**config.mk**
```make
export PLATFORM = sky130hd
export DESIGN_NAME = trap_controller
export DESIGN_NICKNAME = d
export VERILOG_FILES = /design/src/rtl/trap_controller.sv
export SDC_FILE = /design/constraint.sdc
export NUM_CORES = 1
export LEC_CHECK = 0
export BUFFER_PORTS_ARGS = -buffer_cell sky130_fd_sc_hd__buf_4
export CAP_MARGIN = 20
export CORE_MARGIN = 1
export CORE_UTILIZATION = 54
export CTS_CLUSTER_DIAMETER = 30
export DETAILED_ROUTE_END_ITERATION = 16
export PLACE_DENSITY = 0.87
export SETUP_SLACK_MARGIN = 0.5
export SLEW_MARGIN = 20
export SYNTH_ARGS = -nofsm -noshare
export SYNTH_HDL_FRONTEND = slang
export SYNTH_SLANG_ARGS = --single-unit
```
**constraint.sdc**
```tcl
create_clock -name clk -period 4.1 [get_ports clk]
set_input_delay 0.82 -clock clk [delete_from_list [all_inputs] [get_ports clk]]
set_output_delay 0.82 -clock clk [all_outputs]
set_load 0.02 [all_outputs]
```
**src/rtl/trap_controller.sv**
```systemverilog
// Machine-mode trap sequencer: serialises mepc/mcause/mtval writes over one CSR port,
// reads mtvec (trap) or mepc (MRET) and issues a one-cycle PC redirect.
module trap_controller #(
   parameter int unsigned XLEN        = 32,
   parameter logic [11:0] ADDR_MTVEC  = 12'h305,
   parameter logic [11:0] ADDR_MEPC   = 12'h341,
   parameter logic [11:0] ADDR_MCAUSE = 12'h342,
   parameter logic [11:0] ADDR_MTVAL  = 12'h343
) (
   input  logic            clk,
   input  logic            reset_n,
   input  logic            trapped,
   input  logic [1:0]      trap_status,
   input  logic [XLEN-1:0] pc,
   input  logic [XLEN-1:0] fault_target,
   input  logic [XLEN-1:0] csr_read_data,
   output logic [11:0]     csr_read_address,
   output logic            csr_write_enable,
   output logic [11:0]     csr_write_address,
   output logic [XLEN-1:0] csr_write_data,
   output logic            trap_stall,
   output logic            pc_redirect,
   output logic [XLEN-1:0] redirect_target
);

   typedef enum logic [2:0] {
      IDLE, W_MEPC, W_MCAUSE, W_MTVAL, R_MTVEC, R_MEPC, REDIRECT
   } state_t;

   localparam logic [XLEN-1:0] ALIGN_MASK = {{(XLEN-2){1'b1}}, 2'b00};

   state_t          state;
   logic [XLEN-1:0] pc_l;
   logic [XLEN-1:0] fault_target_l;
   logic [1:0]      status_l;

   function automatic logic [XLEN-1:0] mcause_code(input logic [1:0] s);
      case (s)
         2'b00:   mcause_code = XLEN'(11);
         2'b01:   mcause_code = XLEN'(3);
         default: mcause_code = '0;
      endcase
   endfunction

   function automatic logic [XLEN-1:0] mtval_value(input logic [1:0] s,
                                                   input logic [XLEN-1:0] p,
                                                   input logic [XLEN-1:0] t);
      case (s)
         2'b01:   mtval_value = p;
         2'b10:   mtval_value = t;
         default: mtval_value = '0;
      endcase
   endfunction

   // Outputs are registered: each state's strobes/addresses are loaded on the edge that enters it.
   always_ff @(posedge clk or negedge reset_n) begin
      if (!reset_n) begin
         state             <= IDLE;
         pc_l              <= '0;
         fault_target_l    <= '0;
         status_l          <= '0;
         csr_read_address  <= '0;
         csr_write_enable  <= 1'b0;
         csr_write_address <= '0;
         csr_write_data    <= '0;
         pc_redirect       <= 1'b0;
         redirect_target   <= '0;
      end else begin
         csr_write_enable  <= 1'b0;
         csr_write_address <= '0;
         csr_write_data    <= '0;
         csr_read_address  <= '0;
         pc_redirect       <= 1'b0;
         case (state)
            IDLE: begin
               if (trapped) begin
                  pc_l           <= pc;
                  fault_target_l <= fault_target;
                  status_l       <= trap_status;
                  if (trap_status == 2'b11) begin
                     state            <= R_MEPC;
                     csr_read_address <= ADDR_MEPC;
                  end else begin
                     state             <= W_MEPC;
                     csr_write_enable  <= 1'b1;
                     csr_write_address <= ADDR_MEPC;
                     csr_write_data    <= pc & ALIGN_MASK;
                  end
               end
            end
            W_MEPC: begin
               state             <= W_MCAUSE;
               csr_write_enable  <= 1'b1;
               csr_write_address <= ADDR_MCAUSE;
               csr_write_data    <= mcause_code(status_l);
            end
            W_MCAUSE: begin
               state             <= W_MTVAL;
               csr_write_enable  <= 1'b1;
               csr_write_address <= ADDR_MTVAL;
               csr_write_data    <= mtval_value(status_l, pc_l, fault_target_l);
            end
            W_MTVAL: begin
               state            <= R_MTVEC;
               csr_read_address <= ADDR_MTVEC;
            end
            R_MTVEC, R_MEPC: begin
               state           <= REDIRECT;
               pc_redirect     <= 1'b1;
               redirect_target <= csr_read_data & ALIGN_MASK;
            end
            REDIRECT: state <= IDLE;
            default:  state <= IDLE;
         endcase
      end
   end

   assign trap_stall = (state == IDLE) ? trapped : 1'b1;

endmodule

```
==> flow_summary.yaml, run 1 <==
floorplan:
  coreArea_sq_um: 9860
  die_w_microns: 103
  initial_core_util_pct: 56.3
  die_h_microns: 103
  die_area_sq_um: 10700
  fp-row-count: 36
  ios: 192
setup_path:
  crit-reg2reg-launch: "state[1]$_DFFE_PN0P_"
  cp-end-kind: "output port"
  cpMaxStageDelayCell: "dfrtp_1"
  cp_top_family: "simple AND/OR/NAND/NOR gates"
  cp.arrival_ns: 1.96
  slowest_delay_ns: 0.54
  critical_path_class: "register to output port"
  cp_num_buf_inv: 1
  cp.required_ns: 3.28
  cp-startpoint: "state[1]$_DFFE_PN0P_"
  cp-start-kind: "register"
  critical_path.cell_chain: "or3_1, or2_2, buf_4"
  timing.critical_path.fanout_max: 11
global_route:
  antenna_found_initial: 0
  grtUsageTotal_pct: 24.4
  grt_pass1_vias: 3910
  grt_max_degree: 79
  overflow: 0
  grt_pass1_wl_mm: 19.2
cts:
  clkLatencyLatePin_ns: 0.52
  cts_resized: 0
  cts_buffers: 17
  htree_levels: 4
  cts_hold_buf: 0
  clock_sinks: 138
  cts_setup_buffers: 0
  clockBufferDepth: 2
  clk_pin_slew_ns: 0.06
  tritoncts: "yes"
  ctsRootBufferMaster: "clkbuf_8"
timing:
  fin_setup_tns_ns: 0
  hold_viol: 0
  rsz0062_at_grt: "no"
  setup_viol: 0
  fin_skew_ns: 0.00962
  timing.fmax_mhz: 359
  max_slew_margin_pct: 29.6
  fin_crit_ns: 2.78
  finalMaxSlewViolations: 0
  tightest_slew_ns: 1.05
  post-route-period-util_pct: 67.9
synth:
  netlist_top_cells_count: "138 x dfrtp_1, 94 x mux2_2, 32 x a22oi_1"
  ys_seq_area_share_pct: 62.2
  synth_top_area_share_pct: 62.2
  synth_area_leaders: "dfrtp_1 62%, mux2_2 19%, o2bb2ai_1 4.6%"
  yosysMostFrequentCell: "dfrtp_1"
  synth_area_sq_um: 5550
  synth_warnings: 0
  synth_edf_count: 0
  avgSynthCellArea_sq_um: 14.7
  synth_flop_cell: "dfrtp_1"
  ys_types: 28
  netlist_instances: 377
  async_flop_share_pct: 100
  yosys.area.top_type: "dfrtp_1"
  ys_ff_latch: 138
drt:
  wl_met3_mm: 1.04
  first_pass_iters: 4
  wl_met2_mm: 6.41
  ant_nets: 0
  routedWlPerCell_microns: 17.8
  drt_iter0_markers: 89
  wl_met1_mm: 4.63
  viasPerCell: 5.29
  num_vias: 3649
  top_layer_used: "met4"
  drc: 0
  totalWireLength_mm: 12.3
power:
  ir_drop_mv: 0.434
  leakagePower_uw: 0.00350
  pwr_density_cell_nw_per_um2: 827
layout:
  area_delta_synth_final_pct: 34.7
  final_util_pct: 75.9
  layout.nets: 649
  drive_gt1_share_pct: 55.7
  diodes: 0
outcome:
  status: "complete, no violations"
placement:
  gp_congestion: 0.724
  dpl.hpwl_mm: 8.10
  io_buffers: 173
flow_run:
  drv_cap: 0
worst_hold_path:
  min_path_type: "input port to async pin"
cells in the final DEF, fill, tap and decap left out:
cell type   netlist  final
nor3_1            1      1
nor2_1            4      4
a221o_1           1      1
xnor2_1           2      2
bufinv_16         0      4
nand3_1           1      1
a21o_1            1      1
or3_1             2      2
dfrtp_1         138    138
mux2_2           94     94
nor2b_2           0      1
buf_4            23    179
clkbuf_16         0     16
ha_1              4      4
clkinvlp_4        0      2
nand2_1           2      2
nand4bb_1         1      1
clkbuf_8          0      4
or2_2             2      2
clkbuf_1         11      1
conb_1            1     16
a22oi_1          32     32
o21a_1            1      1
o21ai_0           6      6
buf_6             1      1
nor4b_4           1      1
a21boi_4          0      1
o2bb2ai_1        29     29
nor3b_1           1      1
nand3b_1          1      1
inv_1             3      3
clkinv_2          0      3
clkinv_4          0      2
cell families after synthesis:
family          share of synthesized area (%)
compound gates                           10.1
xor+xnor                                0.315
fa+ha+maj                               0.901
buf+inv                                  5.34
flops                                    62.2
mux                                      19.1
other cells                            0.0675
simple gates                             2.05
sequential cells by signal, indices dropped and copies added (netlist names):
signal and cells:
csr_write_data 32, fault_target_l 32, pc_l 32, redirect_target 30, csr_read_address 3, csr_write_address 3
state 3, status_l 2, pc_redirect 1
power by group:
group	switching (uW)	internal, uW	total [uW]
Combinational	1150	1130	2280
Sequential	346	1980	2330
Clock	545	1030	1580
Total	2040	4150	6190
through the flow:
stage	worst slack (ns)	area (sq um)	instances	power, uW	hold slack, ns
floorplan	2.02	5610	392	3800	0.481
global placement	1.70	6860	658	4530	0.490
detailed placement	1.66	6860	658	4640	0.496
CTS	1.31	7480	690	6250	0.344
global route	1.25	7480	690	6550	0.388
finish	1.32	7480	690	6190	0.323
worst register-to-register path, stage by stage (launching register included):
cell     delay (ns)
dfrtp_1        0.54
nor4b_4        0.34
buf_4          0.69
mux2_2         0.50
cell type report:
cell class | count | area [sq um]
clock buffers | 21 | 459
clock inverters | 11 | 168
fillers | 648 | 2380
inverters | 3 | 11.3
multi-input cells | 204 | 1870
flip-flops and latches | 138 | 3450
well taps | 133 | 166
repair buffers | 180 | 1360
worst paths after layout:
check,endpoint,slack [ns],cells after the start
max reg2reg,fault_target_l[24]$_DFFE_PN0P_,1.91,3
min in group clk,pc_l[13]$_DFFE_PN0P_,0.51,1
min reg2reg,pc_l[13]$_DFFE_PN0P_,0.51,1
max in group asynchronous,csr_write_data[13]$_DFF_PN0_,2.89,2
max,trap_stall,1.32,3
min,csr_write_data[8]$_DFF_PN0_,0.32,1
metal layers:
metal  global-route usage, %  vias to the layer above
met5                       0                        -
li1                        -                     1670
met3                    8.00                       17
met2                    42.9                      157
met4                    11.4                        0
met1                    26.7                     1805
Power figures use the tool's default switching activity.
==> run 2, diff against run 1 <==
Settings changed: CORE_UTILIZATION 54 to 50, PLACE_DENSITY 0.87 to 0.82.
Clock period 4.1 ns to 2.75 ns, I/O delays scaled along.
==> flow_summary.yaml, run 2 (synthesis gave the netlist of run 1 again) <==
outcome:
  status: "complete, no violations"
layout:
  mostFrequentLayoutCell: "buf_4"
  layout_common_cells: "183 x buf_4, 135 x dfrtp_1, 94 x mux2_2, 32 x a22oi_1, 29 x o2bb2ai_1"
  drive_gt1_share_pct: 56.6
  diodes: 0
  layout.nets: 656
  fin_area_sq_um: 7510
  top_regs: "csr_write_data (32), fault_target_l (32), pc_l (32)"
  area_delta_synth_final_pct: 35.3
  fill_cells: 763
cts:
  clockBufferDepth: 2
  cts_buffers: 17
  tritoncts: "yes"
  cts_hold_buf: 0
  clock_sinks: 138
  clk_pin_slew_ns: 0.06
  ctsRootBufferMaster: "clkbuf_8"
  clkLatencyLatePin_ns: 0.51
  htree_levels: 4
timing:
  setup_viol: 0
  finalMaxSlewViolations: 0
  fin_crit_ns: 2.21
  hold_viol: 0
  max_slew_margin_pct: 50.3
  fin_setup_tns_ns: 0
  post-route-period-util_pct: 80.5
  rsz0062_at_grt: "yes"
  tightest_slew_ns: 0.745
  fin_skew_ns: 0.00803
  timing.fmax_mhz: 452
drt:
  first_pass_iters: 4
  drc: 0
  totalWireLength_mm: 12.2
  num_vias: 3723
  drt_iter0_markers: 147
  viasPerCell: 5.30
  routedWlPerCell_microns: 17.3
  ant_nets: 0
floorplan:
  die_area_sq_um: 11500
  ios: 192
  coreArea_sq_um: 10800
  die_w_microns: 107
  initial_core_util_pct: 51.2
  die_h_microns: 107
  fp-row-count: 38
placement:
  placed_area_sq_um: 6920
  dpl.hpwl_mm: 7.99
  gp_congestion: 0.765
  io_buffers: 173
global_route:
  grt_pass1_vias: 3826
  grt_max_degree: 82
  grt_pass1_wl_mm: 19.0
  antenna_found_initial: 0
  overflow: 0
  grtUsageTotal_pct: 21.9
setup_path:
  cp-end-kind: "output port"
  critical_path_class: "register to output port"
  cp-start-kind: "register"
  timing.critical_path.fanout_max: 2
  cp.arrival_ns: 1.66
  cp.required_ns: 2.20
worst_hold_path:
  min_path_type: "input port to async pin"
power:
  p_sw_uw: 3030
  pwr-share-seq_pct: 37.7
  pwr_density_cell_nw_per_um2: 1210
  p_sw_share_pct: 33.3
  intPower_uw: 6050
  power_frac_clock_pct: 23.4
  pwr-share-comb_pct: 38.8
  ir_drop_mv: 0.629
  leakagePower_uw: 0.00351
flow_run:
  drv_cap: 0
-- run 2: power by group through the flow --
stage,sequential [uW],combinational (uW),clock (uW)
2_1_floorplan,3850,1810,0
3_3_place_gp,3430,3340,0
3_5_place_dp,3500,3420,0
4_1_cts,3430,3560,2160
5_1_grt,3540,3810,2260
6_report,3430,3530,2130
-- run 2: per-stage QoR --
step / hold WS, ns / setup WS (ns) / util [%] / power [uW] / std cells
final: 0.0582 / 0.536 / 69.3 / 9080 / 702
after global placement: 0.490 / 0.746 / 63.8 / 6770 / 668
after global routing: 0.124 / 0.498 / 69.3 / 9600 / 702
after CTS: 0.102 / 0.509 / 69.3 / 9150 / 702
after floorplan: 0.254 / 0.936 / - / 5660 / 392
after detailed placement: 0.497 / 0.720 / 63.8 / 6920 / 668
-- run 2: worst paths after layout --
kind,cells after the start,to,startpoint,slack [ns]
worst max-delay path,3,trap_stall,state[0]$_DFFE_PN0P_,0.54
worst min-delay path,1,fault_target_l[7]$_DFFE_PN0P_,reset_n,0.06
worst max register to register,5,csr_write_data[9]$_DFF_PN0_,status_l[1]$_DFFE_PN0P_,0.71
worst min register to register,1,redirect_target[18]$_DFFE_PN0P_,redirect_target[18]$_DFFE_PN0P_,0.50
max in group asynchronous,2,pc_l[6]$_DFFE_PN0P_,reset_n,1.94
min in group clk,2,csr_write_data[11]$_DFF_PN0_,pc[11],0.25
-- run 2: timing repair --
action	4_1_cts	5_1_grt
setup buffers	4	0
endpoints found under the setup margin	1	1
pin swaps	1	1
resized for setup	6	0
-- run 2: cell type report --
type                    count  area, sq um  area share (%)
flip-flops and latches    138         3460            46.0
well taps                 140          175            2.33
clock inverters             8         96.3            1.28
clock buffers              22          453            6.03
inverters                   3         11.3           0.150
multi-input cells         204         1880            25.1
repair buffers            187         1440            19.1
-- run 2: routing by layer --
layer  part of all wire [%]  global-route usage [%]
met5                      0                       0
met1                     40                    25.8
met3                    8.4                    7.14
met2                     50                    36.6
met4                    2.0                    9.59
-- run 2: critical path, stage by stage, from the launching register on --
cell	delay (ns)
dfrtp_2	0.40
or3_4	0.39
or2_4	0.23
buf_6	0.13
